File: config.mk
export PLATFORM = sky130hd
export DESIGN_NAME = riscv_rf_wb_arbiter_flat
export DESIGN_NICKNAME = d
export VERILOG_FILES = /design/src/rtl/riscv_rf_wb_pkg.sv /design/src/rtl/riscv_rf_wb_if.sv /design/src/rtl/riscv_rr_dual_pick.sv /design/src/rtl/riscv_rf_wb_arbiter.sv /design/src/flat_wrapper.sv
export SDC_FILE = /design/constraint.sdc
export NUM_CORES = 1
export LEC_CHECK = 0
export ABC_AREA = 0
export CAP_MARGIN = 15
export CORE_AREA = 8 8 149 151
export CTS_CLUSTER_SIZE = 10
export DETAILED_ROUTE_END_ITERATION = 8
export DIE_AREA = 0 0 157 159
export PLACE_DENSITY = 0.82
export SYNTH_ARGS = -nofsm -noshare
export SYNTH_HDL_FRONTEND = slang
export SYNTH_SLANG_ARGS = --single-unit
export TNS_END_PERCENT = 1
File: constraint.sdc
create_clock -name clk -period 8.7 [get_ports clk]
set_clock_uncertainty 0.05 [all_clocks]
set_input_delay 1.74 -clock clk [delete_from_list [all_inputs] [get_ports clk]]
set_output_delay 1.74 -clock clk [all_outputs]
set_load 0.01 [all_outputs]
File: src/rtl/riscv_rf_wb_pkg.sv
// Shared types and helpers for the register-file writeback arbiter.
// Addresses with the top bit set live in the FP bank; integer x0 is all zeros.
package riscv_rf_wb_pkg;

   localparam int DEF_NREQ       = 4;
   localparam int DEF_ADDR_WIDTH = 6;
   localparam int DEF_DATA_WIDTH = 32;
   localparam int FP_BANK_BIT    = DEF_ADDR_WIDTH - 1;
   localparam int X0_CHK_WIDTH   = 16;

   typedef struct packed {
      logic [DEF_ADDR_WIDTH-1:0] addr;
      logic [DEF_DATA_WIDTH-1:0] data;
   } wb_req_t;

   // Callers zero-extend into the wide argument, so any address width up to 16 works.
   function automatic logic is_x0(input logic [X0_CHK_WIDTH-1:0] addr);
      return addr == '0;
   endfunction

endpackage

File: src/rtl/riscv_rf_wb_if.sv
// Bundle between writeback requesters/register file (master) and the arbiter (slave).
// Handshake: a write transfers in the cycle where req_valid_i[i] & req_ready_o[i]; valid,
// addr and data stay stable until ready, valid never waits on ready, ready may look at other valids.
interface riscv_rf_wb_if
   import riscv_rf_wb_pkg::*;
#(
   parameter int NREQ       = DEF_NREQ,
   parameter int ADDR_WIDTH = DEF_ADDR_WIDTH,
   parameter int DATA_WIDTH = DEF_DATA_WIDTH
);
   logic                       hold_i;
   logic [NREQ-1:0]            req_valid_i;
   logic [NREQ*ADDR_WIDTH-1:0] req_addr_i;
   logic [NREQ*DATA_WIDTH-1:0] req_data_i;
   logic [NREQ-1:0]            req_ready_o;
   logic                       we_a_o;
   logic [ADDR_WIDTH-1:0]      waddr_a_o;
   logic [DATA_WIDTH-1:0]      wdata_a_o;
   logic                       we_b_o;
   logic [ADDR_WIDTH-1:0]      waddr_b_o;
   logic [DATA_WIDTH-1:0]      wdata_b_o;
   logic                       busy_o;

   modport master (
      output hold_i, req_valid_i, req_addr_i, req_data_i,
      input  req_ready_o, we_a_o, waddr_a_o, wdata_a_o,
      input  we_b_o, waddr_b_o, wdata_b_o, busy_o
   );

   modport slave (
      input  hold_i, req_valid_i, req_addr_i, req_data_i,
      output req_ready_o, we_a_o, waddr_a_o, wdata_a_o,
      output we_b_o, waddr_b_o, wdata_b_o, busy_o
   );

endinterface

File: src/rtl/riscv_rr_dual_pick.sv
// Combinational round-robin picker selecting up to two requesters per cycle,
// skipping a second candidate that targets the same register as the first.
module riscv_rr_dual_pick
   import riscv_rf_wb_pkg::*;
#(
   parameter int NREQ       = DEF_NREQ,
   parameter int ADDR_WIDTH = DEF_ADDR_WIDTH,
   parameter int IW         = (NREQ > 1) ? $clog2(NREQ) : 1
) (
   input  logic [NREQ-1:0]            valid,
   input  logic [NREQ*ADDR_WIDTH-1:0] addr,
   input  logic [IW-1:0]              rr,
   output logic [NREQ-1:0]            gnt_a,
   output logic [NREQ-1:0]            gnt_b,
   output logic [IW-1:0]              idx_a,
   output logic [IW-1:0]              idx_b
);

   logic [ADDR_WIDTH-1:0] addr_a;
   logic [ADDR_WIDTH-1:0] addr_k;
   logic                  found_a;
   logic                  found_b;
   logic                  same;
   int                    slot;

   always_comb begin
      gnt_a   = '0;
      gnt_b   = '0;
      idx_a   = '0;
      idx_b   = '0;
      addr_a  = '0;
      addr_k  = '0;
      found_a = 1'b0;
      found_b = 1'b0;
      same    = 1'b0;
      slot    = 0;
      for (int k = 0; k < NREQ; k++) begin
         slot = int'(rr) + k;
         if (slot >= NREQ) slot = slot - NREQ;
         addr_k = addr[slot*ADDR_WIDTH +: ADDR_WIDTH];
         // Two x0 writes never collide: neither reaches the register file.
         same = (addr_k == addr_a) && !is_x0(X0_CHK_WIDTH'(addr_k));
         if (valid[slot]) begin
            if (!found_a) begin
               found_a     = 1'b1;
               gnt_a[slot] = 1'b1;
               idx_a       = IW'(slot);
               addr_a      = addr_k;
            end else if (!found_b && !same) begin
               found_b     = 1'b1;
               gnt_b[slot] = 1'b1;
               idx_b       = IW'(slot);
            end
         end
      end
   end

endmodule

File: src/rtl/riscv_rf_wb_arbiter.sv
// Shares the two register-file write ports among NREQ writeback requesters with
// rotating priority; write ports are registered and drive the RF pins directly.
module riscv_rf_wb_arbiter
   import riscv_rf_wb_pkg::*;
#(
   parameter int NREQ       = DEF_NREQ,
   parameter int ADDR_WIDTH = DEF_ADDR_WIDTH,
   parameter int DATA_WIDTH = DEF_DATA_WIDTH
) (
   input logic          clk,
   input logic          rst_n,
   riscv_rf_wb_if.slave bus
);

   localparam int IW = (NREQ > 1) ? $clog2(NREQ) : 1;

   logic [IW-1:0]         rr_q;
   logic [IW-1:0]         rr_d;
   logic [IW-1:0]         last_idx;
   logic [IW-1:0]         idx_a;
   logic [IW-1:0]         idx_b;
   logic [NREQ-1:0]       gnt_a;
   logic [NREQ-1:0]       gnt_b;
   logic                  issue;
   logic                  take_a;
   logic                  take_b;
   logic                  write_a;
   logic                  write_b;
   logic [ADDR_WIDTH-1:0] sel_addr_a;
   logic [ADDR_WIDTH-1:0] sel_addr_b;
   logic [DATA_WIDTH-1:0] sel_data_a;
   logic [DATA_WIDTH-1:0] sel_data_b;

   riscv_rr_dual_pick #(
      .NREQ       (NREQ),
      .ADDR_WIDTH (ADDR_WIDTH),
      .IW         (IW)
   ) u_pick (
      .valid (bus.req_valid_i),
      .addr  (bus.req_addr_i),
      .rr    (rr_q),
      .gnt_a (gnt_a),
      .gnt_b (gnt_b),
      .idx_a (idx_a),
      .idx_b (idx_b)
   );

   // No grant may be seen by a requester while reset is asserted or the pipe is held.
   assign issue  = rst_n & ~bus.hold_i;
   assign take_a = issue & (|gnt_a);
   assign take_b = issue & (|gnt_b);

   assign bus.req_ready_o = issue ? (gnt_a | gnt_b) : '0;
   assign bus.busy_o      = |(bus.req_valid_i & ~bus.req_ready_o);

   assign sel_addr_a = bus.req_addr_i[int'(idx_a)*ADDR_WIDTH +: ADDR_WIDTH];
   assign sel_addr_b = bus.req_addr_i[int'(idx_b)*ADDR_WIDTH +: ADDR_WIDTH];
   assign sel_data_a = bus.req_data_i[int'(idx_a)*DATA_WIDTH +: DATA_WIDTH];
   assign sel_data_b = bus.req_data_i[int'(idx_b)*DATA_WIDTH +: DATA_WIDTH];

   assign write_a = take_a & ~is_x0(X0_CHK_WIDTH'(sel_addr_a));
   assign write_b = take_b & ~is_x0(X0_CHK_WIDTH'(sel_addr_b));

   assign last_idx = take_b ? idx_b : idx_a;
   assign rr_d     = (int'(last_idx) == NREQ - 1) ? '0 : last_idx + 1'b1;

   always_ff @(posedge clk or negedge rst_n) begin
      if (!rst_n) begin
         rr_q          <= '0;
         bus.we_a_o    <= 1'b0;
         bus.waddr_a_o <= '0;
         bus.wdata_a_o <= '0;
         bus.we_b_o    <= 1'b0;
         bus.waddr_b_o <= '0;
         bus.wdata_b_o <= '0;
      end else begin
         if (take_a) rr_q <= rr_d;
         bus.we_a_o <= write_a;
         bus.we_b_o <= write_b;
         if (write_a) begin
            bus.waddr_a_o <= sel_addr_a;
            bus.wdata_a_o <= sel_data_a;
         end
         if (write_b) begin
            bus.waddr_b_o <= sel_addr_b;
            bus.wdata_b_o <= sel_data_b;
         end
      end
   end

endmodule
File: src/flat_wrapper.sv
// flat-port wrapper written by rule: the top's interface ports become plain ports
module riscv_rf_wb_arbiter_flat import riscv_rf_wb_pkg::*;
#(
   parameter int NREQ       = DEF_NREQ,
   parameter int ADDR_WIDTH = DEF_ADDR_WIDTH,
   parameter int DATA_WIDTH = DEF_DATA_WIDTH
)
  (clk, rst_n, bus_hold_i, bus_req_valid_i, bus_req_addr_i, bus_req_data_i, bus_req_ready_o, bus_we_a_o, bus_waddr_a_o, bus_wdata_a_o, bus_we_b_o, bus_waddr_b_o, bus_wdata_b_o, bus_busy_o);
  riscv_rf_wb_if #(.NREQ(NREQ), .ADDR_WIDTH(ADDR_WIDTH), .DATA_WIDTH(DATA_WIDTH)) bus_i ();
  input logic clk;
  input logic rst_n;
  input wire logic [$bits(bus_i.hold_i)-1:0] bus_hold_i;
  input wire logic [$bits(bus_i.req_valid_i)-1:0] bus_req_valid_i;
  input wire logic [$bits(bus_i.req_addr_i)-1:0] bus_req_addr_i;
  input wire logic [$bits(bus_i.req_data_i)-1:0] bus_req_data_i;
  output wire logic [$bits(bus_i.req_ready_o)-1:0] bus_req_ready_o;
  output wire logic [$bits(bus_i.we_a_o)-1:0] bus_we_a_o;
  output wire logic [$bits(bus_i.waddr_a_o)-1:0] bus_waddr_a_o;
  output wire logic [$bits(bus_i.wdata_a_o)-1:0] bus_wdata_a_o;
  output wire logic [$bits(bus_i.we_b_o)-1:0] bus_we_b_o;
  output wire logic [$bits(bus_i.waddr_b_o)-1:0] bus_waddr_b_o;
  output wire logic [$bits(bus_i.wdata_b_o)-1:0] bus_wdata_b_o;
  output wire logic [$bits(bus_i.busy_o)-1:0] bus_busy_o;
  assign bus_i.hold_i = bus_hold_i;
  assign bus_i.req_valid_i = bus_req_valid_i;
  assign bus_i.req_addr_i = bus_req_addr_i;
  assign bus_i.req_data_i = bus_req_data_i;
  assign bus_req_ready_o = bus_i.req_ready_o;
  assign bus_we_a_o = bus_i.we_a_o;
  assign bus_waddr_a_o = bus_i.waddr_a_o;
  assign bus_wdata_a_o = bus_i.wdata_a_o;
  assign bus_we_b_o = bus_i.we_b_o;
  assign bus_waddr_b_o = bus_i.waddr_b_o;
  assign bus_wdata_b_o = bus_i.wdata_b_o;
  assign bus_busy_o = bus_i.busy_o;
  riscv_rf_wb_arbiter #(.NREQ(NREQ), .ADDR_WIDTH(ADDR_WIDTH), .DATA_WIDTH(DATA_WIDTH)) u_core (.clk(clk), .rst_n(rst_n), .bus(bus_i));
endmodule
-- Word-level counts from Yosys, hierarchy flattened
Index checks and enable logic that the tools add are counted.
- register bits: 80
- bits of input ports: 159
- output and inout port bits: 83
- word-level logic and storage cells: 158
- add/subtract/negate cells: 8
- $mul: 6
- order comparisons: 12
- equal/unequal tests: 4
- shifts and indexed selects: 8
- mux-type cells: 73
- bitwise gates (word level): 16
- reductions and logical operators: 24
- operator list (cell ; count):
    128-bit by 8-bit indexed part select with 32-bit output ; 2
    24-bit by 32-bit indexed part select with 6-bit output ; 6
    32-bit by 1-bit greater-or-equal comparator with 1-bit output, second input constant ; 4
    32-bit by 4-bit less-than comparator with 1-bit output, second input constant ; 4
    32-bit by 3-bit multiplier with 31-bit output, second input constant ; 4
    32-bit 2-to-1 mux ; 4
    4-bit 2-to-1 mux ; 17
    2-bit 2-to-1 mux ; 18
    6-bit zero test ; 5
    6-bit 2-to-1 mux ; 5
    4-bit bitwise OR ; 6
    1-bit 2-to-1 mux ; 21
    6-bit == test ; 3
    4-bit OR reduction ; 3
    3-bit by 3-bit subtractor with 4-bit output, second input constant ; 3
    3-bit greater-or-equal comparator, second input constant ; 3
    1-bit logical AND ; 9
    1-bit binary-select mux with 2-bit select ; 4
    1-bit demux with 2-bit select ; 4
    2-bit by 2-bit multiplier with 4-bit output, second input constant ; 2
    1-bit zero test ; 7
    2-bit by 2-bit adder with 3-bit output, second input constant ; 2
    1-bit bitwise AND ; 5
    4-bit bitwise AND ; 1
    7 further kinds ; 9

-- Logic depth before layout (Yosys ltp)
- depth after elaboration: 26
- gate-level depth with buffers: 33
- gate-level depth less buffers: 18

-- By module
A second synthesis with hierarchy kept.
- cells, all modules: 780
- area total of the unflattened synthesis: 8778.4 um^2
- modules (own cells, without submodules) (module ; times used ; cells each ; area an instance (um^2) ; seq. area each (um^2)):
    riscv_rf_wb_arbiter ; 1 ; 309 ; 5158.7 ; 2001.9
    riscv_rr_dual_pick ; 1 ; 471 ; 3619.7 ; 0.0

-- Worst setup path before layout
No wires, ideal clock.
- kind: reg2out
- start: register u_core.rr_q[0]
- end: output port bus_busy_o
- arrival: 6.308 ns
- required time: 6.910 ns
- slack: 0.602 ns
- cell stages (with the launch flop): 28
- path buffers: 11
- cell sequence: dfrtp_1 -> buf_6 -> buf_6 -> buf_4 -> buf_4 -> buf_2 -> buf_1 -> inv_1 -> ha_1 -> buf_2 -> buf_2 -> inv_2 -> buf_2 -> buf_2 -> nor2_1 -> ha_1 -> or4b_1 -> or2_1 -> a21oi_2 -> o31ai_1 -> a21o_1 -> a221o_1 -> o311a_2 -> buf_2 -> o311ai_0 -> o21ai_0 -> a21oi_1 -> o221ai_1
- cells in the longest elaborated chain, start to end: 26
- elaborated cells between the ends (all ways): 113
- those cells by class: add/sub: 7; mul: 4; order compare: 12; eq/ne: 3; shift: 4; mux: 55; bitwise: 8; reduce/logical: 20
- ends and longest elaborated chain (what ; line ; text):
    start: declaration ; riscv_rf_wb_arbiter.sv:17 ; logic [IW-1:0] rr_q;
    start signal: assignment ; riscv_rf_wb_arbiter.sv:77 ; if (take_a) rr_q <= rr_d;
    2-bit by 1-bit adder with 3-bit output (tied with other cells) ; riscv_rr_dual_pick.sv:38 ; slot = int'(rr) + k;
    3-bit by 3-bit subtractor with 4-bit output (tied with other cells) ; riscv_rr_dual_pick.sv:39 ; if (slot >= NREQ) slot = slot - NREQ;
    32-bit 2-to-1 mux or 1-bit binary-select mux with 2-bit select (tied branches) ; riscv_rr_dual_pick.sv:39, riscv_rr_dual_pick.sv:43 ;
    32-bit by 3-bit multiplier with 31-bit output or 1-bit 2-to-1 mux (tied branches) ; riscv_rr_dual_pick.sv:40, riscv_rr_dual_pick.sv:43 ;
    24-bit by 32-bit indexed part select with 6-bit output or 1-bit 2-to-1 mux (tied branches) ; riscv_rr_dual_pick.sv:40, riscv_rr_dual_pick.sv:43 ;
    6-bit zero test or 6-bit 2-to-1 mux (tied branches) ; riscv_rf_wb_pkg.sv:18, riscv_rr_dual_pick.sv:43 ;
    1-bit zero test or 6-bit == test (tied branches) ; riscv_rr_dual_pick.sv:42 ; same = (addr_k == addr_a) && !is_x0(X0_CHK_WIDTH'(addr_k));
    1-bit logical AND ; riscv_rr_dual_pick.sv:42 ;
    (+11 left out) ; n/a ;
    4-bit 2-to-1 mux ; riscv_rr_dual_pick.sv:44 ; if (!found_a) begin
    4-bit 2-to-1 mux ; riscv_rr_dual_pick.sv:43 ; if (valid[slot]) begin
    4-bit bitwise OR * ; riscv_rf_wb_arbiter.sv:53 ; assign bus.req_ready_o = issue ? (gnt_a | gnt_b) : '0;
    4-bit 2-to-1 mux * ; riscv_rf_wb_arbiter.sv:53 ;
    net bus_req_ready_o[2] ; flat_wrapper.sv:16 ; output wire logic [$bits(bus_i.req_ready_o)-1:0] bus_req_ready_o;
    4-bit inverter * ; riscv_rf_wb_arbiter.sv:54 ; assign bus.busy_o = |(bus.req_valid_i & ~bus.req_ready_o);
    4-bit bitwise AND * ; riscv_rf_wb_arbiter.sv:54 ;
    4-bit OR reduction * ; riscv_rf_wb_arbiter.sv:54 ;
    end: declaration ; flat_wrapper.sv:23 ; output wire logic [$bits(bus_i.busy_o)-1:0] bus_busy_o;
Mark *: on every way through the listed nets, which the timed path passes. The rest lies on a longest branch. The select of a mux whose other input is x is not followed.

-- Worst setup path in the final report
- start: input port bus_req_addr_i[11]
- end: output port bus_busy_o
- cells in the longest elaborated chain, start to end: 22
- elaborated cells between the ends (all ways): 49
- those cells by class: eq/ne: 3; shift: 4; mux: 21; bitwise: 5; reduce/logical: 16
- ends and longest elaborated chain (what ; line ; text):
    start: declaration ; flat_wrapper.sv:14 ; input wire logic [$bits(bus_i.req_addr_i)-1:0] bus_req_addr_i;
    24-bit by 32-bit indexed part select with 6-bit output ; riscv_rr_dual_pick.sv:40 ; addr_k = addr[slot*ADDR_WIDTH +: ADDR_WIDTH];
    6-bit 2-to-1 mux or 6-bit zero test (tied branches) ; riscv_rr_dual_pick.sv:43, riscv_rf_wb_pkg.sv:18 ;
    6-bit == test or 1-bit zero test (tied branches) ; riscv_rr_dual_pick.sv:42 ;
    1-bit logical AND ; riscv_rr_dual_pick.sv:42 ;
    1-bit 2-to-1 mux ; riscv_rr_dual_pick.sv:49 ; end else if (!found_b && !same) begin
    1-bit 2-to-1 mux ; riscv_rr_dual_pick.sv:44 ;
    1-bit 2-to-1 mux ; riscv_rr_dual_pick.sv:43 ;
    1-bit zero test ; riscv_rr_dual_pick.sv:49 ;
    (+6 left out) ; n/a ;
    4-bit 2-to-1 mux ; riscv_rr_dual_pick.sv:49 ;
    4-bit 2-to-1 mux ; riscv_rr_dual_pick.sv:44 ;
    4-bit 2-to-1 mux * ; riscv_rr_dual_pick.sv:43 ;
    4-bit bitwise OR * ; riscv_rf_wb_arbiter.sv:53 ;
    4-bit 2-to-1 mux * ; riscv_rf_wb_arbiter.sv:53 ;
    4-bit inverter * ; riscv_rf_wb_arbiter.sv:54 ;
    4-bit bitwise AND * ; riscv_rf_wb_arbiter.sv:54 ;
    4-bit OR reduction * ; riscv_rf_wb_arbiter.sv:54 ;
Every way passes the cells marked *; elsewhere a longest branch is shown, timed or not.

==> results.yml <==
clock_tree:
  htreeDepth: 3
  cts_tree: "built"
  clkSlewWorstSetupHoldPaths_ps: 70
  clock_latency_ps: 340
  hold_buffers: 0
  post_cts_buffers: 0
  clock_sinks: 80
  clock-root-buffer: "clkbuf_16"
  cts_resized: 0
  clockBufferDepth: 2
  numCtsBuffers: 9
die:
  rows: 52
  start_util_pct: 50.91
  core-area_um2: 19840
  die_area_um2: 24960
  fp.dieW_um: 157
  ioPinCount: 242
  die_height_um: 159
detailed_routing:
  via_count: 11110
  antenna_left: 0
  route.met3.wl_mm: 3.472
  routed.top_layer: "met5"
  wl_per_cell_um: 24.23
  drt_first_pass_iters: 7
  drcViolationCount: 0
  via_per_inst: 6.642
  totalWireLength_mm: 40.53
  initialDrtViolationCount: 1139
  wl_met2_mm: 18.88
  m1WireLength_mm: 15.93
cells_and_area:
  fill_cells: 1677
  syn2layout_area_growth_pct: 27.42
  nNetsFinal: 1567
  drive_gt1_share_pct: 13.91
sta:
  tns_ps: 0
  hold_violations: 0
  rsz0062_at_grt: "false"
  drv_slew: 0
  period_needed_ps: 8024
  slew_headroom_pct: 26.14
  worst_slack_ps: 676.2
  period_share_pct: 92.23
  worst_slew_pin_slew_ps: 1108
  setup_violations: 0
  fmax_ghz: 0.1246
global_routing:
  grt_max_degree: 79
  grt_overflow: 0
  grt_pass1_wl_mm: 63.02
  antenna_found_initial: 1
  grt_pass1_vias: 10900
  track_usage_pct: 31.73
synth:
  synth_edf_count: 0
  synth_area_um2: 10100
  synth_nets: 1409
  synth-seq-cells: 80
  synthArstFlopShare_pct: 100.0
  ys_types: 91
  ys.flop_type: "dfrtp_1"
  avgSynthCellArea_um2: 8.155
  postSynthCellCount: 1239
  yosysSeqAreaShare_pct: 19.81
  yosysWarnings: 0
worst_setup_path:
  critPathMaxFanout: 12
  critPathCaptureType: "output port"
  worstPathArrival_ps: 6230
  worst_path_largest_cell_delay_ps: 620
  r2r_cells: 16
  critical_path_class: "input port to output port"
  cp_data_required_time_ps: 6910
  start_kind: "input port"
  cp_slowest_cell: "o311ai_4"
  path_cells: "clkdlybuf4s50_1 -> mux4_2 -> and2_1 -> o32ai_1 -> o31ai_1 -> xnor2_1 -> nand3_1 -> o311ai_4 -> nand2_1 -> o221ai_1 -> o21ai_0 -> a21oi_1 -> o22a_1 -> o221ai_1 -> clkdlybuf4s50_1"
min_path:
  min_path_type: "flip-flop to flip-flop"
  min_path_cells: 1
place:
  dp_hpwl_mm: 29.96
  pre_cts_ws_ps: 772.8
  place.gp.congestion: 1.029
  port_buffers: 241
outcome:
  status: "complete, no violations"
job:
  cap_viol_max_count: 0
## synthesized netlist by cell type (8+ instances only)
library cell | instances | area (µm²)
nor4b_1 | 32 | 280.3
mux4_2 | 22 | 495.5
a41oi_1 | 34 | 297.8
a211oi_1 | 36 | 270.3
buf_6 | 8 | 90.09
o31ai_2 | 11 | 137.6
dfrtp_1 | 80 | 2002
ha_1 | 11 | 137.6
nand3_1 | 21 | 105.1
o22ai_1 | 8 | 50.05
and2_1 | 75 | 469.2
nand2b_1 | 14 | 87.58
o211ai_1 | 10 | 75.07
clkbuf_1 | 70 | 262.8
o221ai_1 | 8 | 70.07
nor2b_1 | 16 | 100.1
buf_1 | 9 | 33.78
nor3_1 | 15 | 75.07
nand2_1 | 133 | 499.2
nor2_1 | 94 | 352.8
buf_2 | 36 | 180.2
xnor2_1 | 10 | 87.58
a31oi_1 | 37 | 231.5
o31ai_1 | 31 | 232.7
o21ai_0 | 29 | 145.1
mux2_2 | 77 | 867.1
mux2i_1 | 78 | 780.8
inv_1 | 20 | 75.07
a21oi_1 | 67 | 335.3
## path summary, 6_finish.rpt
check | from | to | slack (ps)
setup / recovery | bus_req_addr_i[11] | bus_busy_o | 680
hold / removal | u_core.bus.wdata_a_o[17] | u_core.bus.wdata_a_o[17] | 460
setup reg to reg | u_core.rr_q[0] | u_core.bus.wdata_b_o[6] | 1560
hold reg to reg | u_core.bus.wdata_a_o[17] | u_core.bus.wdata_a_o[17] | 460
max in group asynchronous | rst_n | u_core.rr_q[0] | 6200
min in group asynchronous | rst_n | u_core.bus.we_a_o | 1310
## sequential cells by signal (all words and copies together) (netlist names)
name / cells
u_core.bus.wdata_a_o: 32
u_core.bus.we_b_o: 1
u_core.rr_q: 2
u_core.bus.waddr_b_o: 6
u_core.bus.waddr_a_o: 6
u_core.bus.wdata_b_o: 32
u_core.bus.we_a_o: 1
## metal layers
layer | global-route usage, % | vias to the layer above
met3 | 6.406 | 118
met2 | 50.73 | 643
met5 | 0 | -
met4 | 17.22 | 2
li1 | - | 5012
met1 | 39.30 | 5337
## logic make-up (layout without fill, tap and decap cells)
kind of cell,Yosys count,in the layout,share of synthesized area [%]
xor gates and xnor gates,13,13,1.127
DFF,80,80,19.81
AOI/OAI and AO/OA,362,362,26.64
adders and majority gates,11,11,1.362
muxes,182,182,21.85
and+or+nand+nor,443,443,22.56
other,1,2,0.03712
buffers and inverters,147,310,6.613
## critical path, delay by kind of cell
family	cells	cell delay [ps]
xor+xnor	1	170
simple gates	3	500
compound gates	8	2180
mux	1	540
buf+inv	2	1110
## final cells by class
cell class	count	area, µm²	share of cell area, %
Inverter	21	78.83	0.6123
Timing Repair Buffer	273	2663	20.68
Clock buffer	10	229.0	1.779
Antenna cell	1	2.502	0.01944
Multi-Input combinational cell	1012	7512	58.35
Sequential cell	80	2006	15.58
Tap cell	270	337.8	2.624
Clock inverter	6	45.04	0.3499
## layout by cell type (no fill, tap or decap), types with 8 or more instances in the layout
| cell | instances |
|---|---|
| and2_1 | 75 |
| nor4b_1 | 32 |
| dfrtp_1 | 79 |
| o221ai_1 | 8 |
| o21ai_0 | 29 |
| nor3_1 | 15 |
| o211ai_1 | 10 |
| mux2i_1 | 77 |
| clkbuf_16 | 9 |
| mux2_2 | 77 |
| nand2_1 | 133 |
| o22ai_1 | 8 |
| a41oi_1 | 34 |
| xnor2_1 | 10 |
| ha_1 | 11 |
| inv_1 | 20 |
| a31oi_1 | 37 |
| o31ai_2 | 11 |
| buf_4 | 32 |
| nor2_1 | 94 |
| a21oi_1 | 66 |
| mux4_2 | 22 |
| clkdlybuf4s50_1 | 240 |
| nand2b_1 | 14 |
| nand3_1 | 21 |
| nor2b_1 | 16 |
| o31ai_1 | 29 |
| a211oi_1 | 36 |
## stage by stage
stage	cell area [µm²]	util (%)	instances	hold slack, ps
floorplan	10100	-	1239	491.3
global placement	12600	63.48	1656	439.7
detailed placement	12600	63.48	1656	444.5
CTS	12870	64.86	1672	460.0
global route	12870	64.86	1672	477.8
finish	12870	64.87	1673	460.8
Power is left out: the tool's default activity adds up to more than one toggle a clock period on the data nets, which glitch-free logic cannot reach.
